**src/rtl/c3lib_gray_pkg.sv**
```systemverilog
`default_nettype none
// ============================================================================
//  Module      : c3lib_gray_pkg
//  Description : Shared Gray-code helpers and parameter limits for the
//                c3lib pointer counters. The converters work on a fixed
//                maximum width; callers zero-extend and truncate to their own
//                width, which is exact because leading zeros map to zeros.
//  Revision    : 1.0  initial release
// ============================================================================
package c3lib_gray_pkg;

    localparam int WIDTH_MIN      = 2;
    localparam int DEC_STAGES_MAX = 2;
    localparam int PTR_W_MAX      = 32;

    typedef logic [PTR_W_MAX-1:0] ptr_t;

    // Binary to reflected Gray code
    function automatic ptr_t bin2gray(input ptr_t b);
        return b ^ (b >> 1);
    endfunction

    // Gray to binary: prefix XOR running down from the MSB
    function automatic ptr_t gray2bin(input ptr_t g);
        ptr_t b;
        b[PTR_W_MAX-1] = g[PTR_W_MAX-1];
        for (int i = PTR_W_MAX - 2; i >= 0; i--) begin
            b[i] = b[i+1] ^ g[i];
        end
        return b;
    endfunction

endpackage
`default_nettype wire

```
**src/rtl/c3lib_graytobin.sv**
```systemverilog
`default_nettype none
// ============================================================================
//  Module      : c3lib_graytobin
//  Description : Purely combinational Gray-to-binary converter of
//                parameterised width. Usable standalone or ahead of a
//                register stage.
//  Revision    : 1.0  initial release
// ============================================================================
module c3lib_graytobin
    import c3lib_gray_pkg::*;
#(
    parameter int WIDTH = 4
) (
    input  logic [WIDTH-1:0] i_gray,
    output logic [WIDTH-1:0] o_bin
);

    // Zero-extend into the shared converter and keep the low WIDTH bits
    always_comb begin
        o_bin = WIDTH'(gray2bin(ptr_t'(i_gray)));
    end

endmodule
`default_nettype wire

```
**src/rtl/c3lib_gray_ptr_cntr.sv**
```systemverilog
`default_nettype none
// ============================================================================
//  Module      : c3lib_gray_ptr_cntr
//  Description : Registered binary/Gray pointer counter with up, down, hold
//                and parallel load, plus a registered Gray-to-binary decode
//                pipeline for the remote (already synchronised) pointer.
//                Binary and Gray registers load from the same next value so
//                the Gray bus leaving the domain never glitches or skews.
//  Revision    : 1.0  initial release
// ============================================================================
module c3lib_gray_ptr_cntr
    import c3lib_gray_pkg::*;
#(
    parameter int WIDTH      = 4,
    parameter int RST_VAL    = 0,
    parameter int DEC_STAGES = 1
) (
    input  logic             clk,
    input  logic             rst,
    input  logic             inc_en,
    input  logic             dec_en,
    input  logic             load_en,
    input  logic [WIDTH-1:0] load_bin,
    output logic [WIDTH-1:0] bin_out,
    output logic [WIDTH-1:0] gray_out,
    output logic [WIDTH-1:0] gray_nxt,
    output logic             wrap_pulse,
    input  logic [WIDTH-1:0] gray_in,
    output logic [WIDTH-1:0] bin_in_dec
);

    // Out-of-range stage counts are clamped to the supported 1..2
    localparam int c_DEC_STAGES = (DEC_STAGES > DEC_STAGES_MAX) ? DEC_STAGES_MAX :
                                  (DEC_STAGES < 1)              ? 1 : DEC_STAGES;

    localparam logic [WIDTH-1:0] c_RST_BIN  = WIDTH'(RST_VAL);
    localparam logic [WIDTH-1:0] c_RST_GRAY = c_RST_BIN ^ (c_RST_BIN >> 1);

    logic [WIDTH-1:0] r_bin;
    logic [WIDTH-1:0] r_gray;
    logic             r_wrap;
    logic [WIDTH-1:0] w_bin_nxt;
    logic [WIDTH-1:0] w_gray_nxt;
    logic             w_wrap_nxt;
    logic             w_up;
    logic             w_dn;
    logic [WIDTH-1:0] w_dec;
    logic [WIDTH-1:0] r_dec [c_DEC_STAGES];

    // Next count: load beats count; simultaneous inc and dec cancel to a hold
    always_comb begin
        w_up       = inc_en & ~dec_en;
        w_dn       = dec_en & ~inc_en;
        w_bin_nxt  = r_bin;
        w_wrap_nxt = 1'b0;
        if (load_en) begin
            w_bin_nxt = load_bin;
        end else if (w_up) begin
            w_bin_nxt  = r_bin + WIDTH'(1);
            w_wrap_nxt = (r_bin == {WIDTH{1'b1}});
        end else if (w_dn) begin
            w_bin_nxt  = r_bin - WIDTH'(1);
            w_wrap_nxt = (r_bin == '0);
        end
        w_gray_nxt = WIDTH'(bin2gray(ptr_t'(w_bin_nxt)));
    end

    // Count, Gray image and wrap flag all register the same next value
    always_ff @(posedge clk) begin
        if (rst) begin
            r_bin  <= c_RST_BIN;
            r_gray <= c_RST_GRAY;
            r_wrap <= 1'b0;
        end else begin
            r_bin  <= w_bin_nxt;
            r_gray <= w_gray_nxt;
            r_wrap <= w_wrap_nxt;
        end
    end

    c3lib_graytobin #(
        .WIDTH (WIDTH)
    ) u_graytobin (
        .i_gray (gray_in),
        .o_bin  (w_dec)
    );

    // Remote decode pipeline, free-running regardless of the count enables
    always_ff @(posedge clk) begin
        if (rst) begin
            for (int i = 0; i < c_DEC_STAGES; i++) begin
                r_dec[i] <= '0;
            end
        end else begin
            r_dec[0] <= w_dec;
            for (int i = 1; i < c_DEC_STAGES; i++) begin
                r_dec[i] <= r_dec[i-1];
            end
        end
    end

    assign bin_out    = r_bin;
    assign gray_out   = r_gray;
    assign gray_nxt   = w_gray_nxt;
    assign wrap_pulse = r_wrap;
    assign bin_in_dec = r_dec[c_DEC_STAGES-1];

endmodule
`default_nettype wire

```
**config.mk**
```make
export PLATFORM = sky130hd
export DESIGN_NAME = c3lib_gray_ptr_cntr
export DESIGN_NICKNAME = d
export VERILOG_FILES = /design/src/rtl/c3lib_gray_pkg.sv /design/src/rtl/c3lib_graytobin.sv /design/src/rtl/c3lib_gray_ptr_cntr.sv
export SDC_FILE = /design/constraint.sdc
export NUM_CORES = 1
export LEC_CHECK = 0
export ABC_AREA = 1
export CAP_MARGIN = 40
export CELL_PAD_IN_SITES_DETAIL_PLACEMENT = 1
export CELL_PAD_IN_SITES_GLOBAL_PLACEMENT = 1
export CORE_ASPECT_RATIO = 0.5
export CORE_MARGIN = 4
export CORE_UTILIZATION = 24
export DETAILED_ROUTE_END_ITERATION = 8
export PLACE_DENSITY_LB_ADDON = 0.3
export SLEW_MARGIN = 40
export SYNTH_ARGS = -nofsm -noshare
export SYNTH_HDL_FRONTEND = slang
export SYNTH_SLANG_ARGS = --single-unit
```
**constraint.sdc**
```tcl
create_clock -name clk -period 1.75 [get_ports clk]
set_clock_uncertainty 0.15 [all_clocks]
set_input_delay 0.35 -clock clk [delete_from_list [all_inputs] [get_ports clk]]
set_output_delay 0.35 -clock clk [all_outputs]
set_load 0.01 [all_outputs]
```
# --- Word-level counts from Yosys, hierarchy flattened ---
# Memories as Yosys holds them, arrays and structs flattened.
# Index checks and enable logic that the tools add are counted.
totals:
  mem_bits_rw: 4
  ff_bits: 9
  mem_count: 1
  output_inout_bits: 17
  rom_bits: 0
  latchBits: 0
mem_list:
  columns: ["memory", "depth", "word_bits", "read_ports", "rd_clocked_by_memory_dff", "write_ports", "line", "rtl"]
  rows:
  - ["r_dec", 1, 4, 1, 0, 1, "c3lib_gray_ptr_cntr.sv:48", "logic [WIDTH-1:0] r_dec [c_DEC_STAGES];"]
classes:
  n_eq_ne: 1
  magnitude_cmp: 0
  bitwise: 8
  shift: 0
  n_addsub: 2
  muxes: 10
  n_div: 0
  multipliers: 0
  reduce_logical: 3
op_table:
  columns: ["operator", "count"]
  rows:
  - ["$mux W4", 4]
  - ["$mux W1", 6]
  - ["$add A4 B1 Y4 const B", 1]
  - ["$eq A4 B4 Y1 const B", 1]
  - ["$logic_not A4 Y1", 1]
  - ["$reduce_or A4 Y1", 1]
  - ["$sub A4 B1 Y4 const B", 1]
  - ["$xor A4 B3 Y4", 1]
  - ["$xor A1 B1 Y1", 3]
  - ["$and A1 B1 Y1", 2]
  - ["$not A1 Y1", 2]
  - ["$reduce_or A2 Y1", 1]

# --- Longest topological paths before layout ---
depth:
  word_depth: 6
  depth_mapped: 11
  depth_no_buf: 11

# --- By module ---
# Synthesis repeated with hierarchy kept, for this count alone.
hier_totals:
  cells_unflattened: 120
  hier_area_um2: 833.3
by_module_without_submodules:
  columns: ["mod", "cells_each", "seq_area_each_um2", "instances", "area_each_um2"]
  rows:
  - ["c3lib_gray_ptr_cntr", 102, 240.2, 1, 739.5]
  - ["c3lib_graytobin", 18, 0.0, 1, 93.8]

# --- Worst setup path before layout ---
# OpenSTA, ideal clock, no wires.
synth_timing:
  path_type: "register -> output"
  from: "register r_bin[0] (netlist: bin_out[0])"
  to: "output gray_nxt[0]"
  arrival_ns: 1.419
  slack_ns: -0.169
  t_required_ns: 1.250
  path_stages_with_launch: 11
  path_buffers: 0
  cell_sequence: "dfxtp_1 -> inv_1 -> ha_1 -> inv_1 -> nand2_1 -> nand3_1 -> o21ai_2 -> inv_1 -> nand2_1 -> nand2_1 -> inv_1"
synth_via:
  elab_chain_cells: 5
synth_lines:
  columns: ["item", "line", "rtl"]
  rows:
  - ["from (decl)", "c3lib_gray_ptr_cntr.sv:39", "logic [WIDTH-1:0] r_bin;"]
  - ["from (signal assigned)", "c3lib_gray_ptr_cntr.sv:71", "r_bin <= c_RST_BIN;"]
  - ["from (signal assigned)", "c3lib_gray_ptr_cntr.sv:75", "r_bin <= w_bin_nxt;"]
  - ["$sub A4 B1 Y4", "c3lib_gray_ptr_cntr.sv:62", "w_bin_nxt = r_bin - WIDTH'(1);"]
  - ["$mux W4", "c3lib_gray_ptr_cntr.sv:61", "end else if (w_dn) begin"]
  - ["$mux W4 *", "c3lib_gray_ptr_cntr.sv:58", "end else if (w_up) begin"]
  - ["$mux W4 *", "c3lib_gray_ptr_cntr.sv:56", "if (load_en) begin"]
  - ["$xor A4 B3 Y4 *", "c3lib_gray_pkg.sv:20", "return b ^ (b >> 1);"]
  - ["to (decl)", "c3lib_gray_ptr_cntr.sv:26", "output logic [WIDTH-1:0] gray_nxt,"]
# Mark *: on every way between the ends. The rest lies on a longest branch, timed or not.

# --- Final worst setup path ---
layout_timing:
  from: "input dec_en"
  to: "output gray_nxt[0]"
layout_via:
  elab_chain_cells: 5
layout_lines:
  columns: ["item", "line", "rtl"]
  rows:
  - ["from (decl)", "c3lib_gray_ptr_cntr.sv:21", "input logic dec_en,"]
  - ["$and A1 B1 Y1 / $not A1 Y1 (equally long branches)", "c3lib_gray_ptr_cntr.sv:53, c3lib_gray_ptr_cntr.sv:52", null]
  - ["$mux W4 / $and A1 B1 Y1 (equally long branches)", "c3lib_gray_ptr_cntr.sv:61, c3lib_gray_ptr_cntr.sv:52", null]
  - ["$mux W4 *", "c3lib_gray_ptr_cntr.sv:58", null]
  - ["$mux W4 *", "c3lib_gray_ptr_cntr.sv:56", null]
  - ["$xor A4 B3 Y4 *", "c3lib_gray_pkg.sv:20", null]
# Marks and branches as above.

==> results.md <==
- DIE HEIGHT: 45.73 um
- Post-Syn Instances: 103
- Fmax: 0.4606 GHz
- WHS Path Cells: 3
- Grt total ovfl: 0
- Post-route ant nets: 0
- # diodes: 0
- Pwr dens: 732.2 nW/um2
- Fillers: 317
- Worst Tran Pin Value: 0.2954 ns
- Final core utilization: 0.5418
- Global-route usage over all layers: 0.1468
- Kind of start point of the critical path: input pin
- CTS tree: yes
- Skew-Pair Late Insertion Delay: 0.24 ns
- Leakage Power: 0.6947 nW
- Max-cap viol count: 0
- Synth Area per Inst: 6.633 um2
- Io pins: 30
- Flops & latches, synth: 12
- Clock Path Buffers: 2
- Hold Fails Final Rpt: 0
- Largest net degree at the start of global routing: 13
- Routability congestion estimate: 0.7149
- RSZ-0062 raised after global routing: true
- Ys Warns: 0
- Maximum vdd drop: 0.4819 mV
- Root Buffer: clkbuf_8
- Run status: complete, but fails checks
- Final net count: 180
- Commonest non-fill, non-tap cell in the layout: buf_4
- Antenna violations before repair: 0
- H-tree depth: 1
- Largest cells by area after synthesis: dfxtp_1, nand2_1, nand3_1, inv_1, nor2_1
- Yosys cell types: 20
- DR vias/cell: 4.390
- Critical path class: in2out
- Failing checks: negative setup slack
- DRC Markers: 0
- Share of cells above drive strength 1: 0.5215
- Data arrival, critical path: 1.67 ns
- Area leader, netlist: dfxtp_1
- Critical Path RT: 1.25 ns
- Initial Utilization: 0.2577
- CP max FO: 5
- Die X-Extent: 83.45 um
- CTS Hold Buffers Added: 0
- DRT Pass-1 Iters: 2
- Wire length of the first global-routing pass: 4402 um
- Crit share post-route: 1.241
- Crit path capture type: output port
- Via count: 878
- Routed wire length: 2936 um
- HP Class: in2reg
- Core area: 2651 um2
- Iter 0 DRT Violations: 20
- Share of the synthesized area in the top cell type: 0.3516
- PortBufs: 29
- CTS Sinks: 12
- Final worst-path setup slack: -0.4212 ns
- # rows: 13
- Vias in the first global route: 944
- Worst rel slew slack: 0.8005
- Cell area after synthesis: 683.2 um2
- Max-slew violations: 0
- Commonest non-fill, non-tap cells in the layout: buf_4, clkdlybuf4s50_1, nand2_1
- Clk pin slew, worst setup/hold paths: 0.06 ns
- Hold Slack: 0.4386 ns
- Sequential fraction of the synthesis area: 0.3516
- Full die area: 3816 um2
- Fin crit period: 2.171 ns
- Post-DR wirelength/cell: 14.68 um
- HPWL Detailed: 1855 um
- R2R depth: 16
- Syn nets: 119
- CTS Buf Count: 3
- Setup violators final: 5
- Syn-to-layout area delta: 110.3%
[cell type report]
cell class              count  area (um2)  share of cell area
inverters                  16       72.57             0.05052
clock buffers               4       55.05             0.03833
flip-flops and latches     12       252.7              0.1760
repair buffers             59       516.7              0.3598
multi-input cells          72       493.0              0.3432
well taps                  37       46.29             0.03223
[layer usage]
metal / wire [um] / global-route usage / up-vias
met1: 1234 / 0.1733 / 421
met4: 17 / 0.02885 / 0
met3: 77 / 0.02527 / 2
met2: 1605 / 0.2914 / 15
li1: - / - / 440
met5: 0 / 0 / -
[worst max-delay path, stage by stage]
cell and delay (ns):
clkdlybuf4s15_2 0.26, inv_4 0.11, nand2_1 0.05, nand2_1 0.15, xor2_1 0.21, nand2_1 0.11, o21ai_2 0.10, nand2_2 0.08
nand2_2 0.09, inv_2 0.04, buf_6 0.11
[flip-flops by register name, indices dropped and copies added, names as in the netlist]
register,cells
wrap_pulse,1
bin_out,4
r_dec,4
gray_out,3
[repair_timing]
action / in CTS / in global routing
gates resized for setup: 52 / 25
setup endpoints to repair: 14 / 7
pin swaps: 13 / 5
setup buffers: 6 / 3
[path summary, 6_finish.rpt]
path / start / to / slack, ns
worst max-delay path: dec_en / gray_nxt[0] / -0.42
worst max register to register: bin_out[1]$_SDFF_PP0_ / gray_out[2]$_SDFF_PP0_ / -0.35
worst min-delay path: load_en / wrap_pulse$_SDFF_PP0_ / 0.44
worst min register to register: bin_out[3]$_SDFF_PP0_ / bin_out[3]$_SDFF_PP0_ / 0.68
[cells by family (layout without fill, tap and decap cells)]
family	Yosys count	count (layout)	share of synthesized area
adder cells (fa/ha/maj)	3	3	0.05495
buffers and inverters	19	79	0.1154
AO/OA/AOI/OAI	4	4	0.04028
AND/OR/NAND/NOR	61	61	0.3865
XOR/XNOR	4	4	0.05129
flip-flops	12	12	0.3516
[cells in the mapped netlist]
master	count
buf_4	2
xor2_1	3
dfxtp_1	12
nor3_1	2
inv_2	1
ha_1	3
a21oi_1	1
xnor2_1	1
or2_2	2
clkbuf_1	1
nor2_1	14
nand3_1	16
nand2_1	24
nand4_1	1
o21ai_2	1
nand2_2	1
a41oi_1	1
inv_1	15
nor2_2	1
o21ai_1	1
[stage by stage]
step	TNS [ns]	cells	setup slack (ns)	area (um2)	power, mW
finish	-1.863	200	-0.4212	1436	1.052
global route	-2.300	200	-0.4983	1436	1.116
CTS	-1.536	197	-0.3670	1326	1.009
detailed placement	-5.980	187	-1.005	1181	0.6595
global placement	-5.380	187	-0.9703	1181	0.6500
floorplan	-0.004262	103	-0.004262	705.7	0.4592
[power breakdown]
group | total, mW | switching (mW) | internal (mW)
combinational | 0.424 | 0.197 | 0.227
clock | 0.310 | 0.111 | 0.199
sequential | 0.317 | 0.0189 | 0.298
Power figures use the tool's default switching activity.
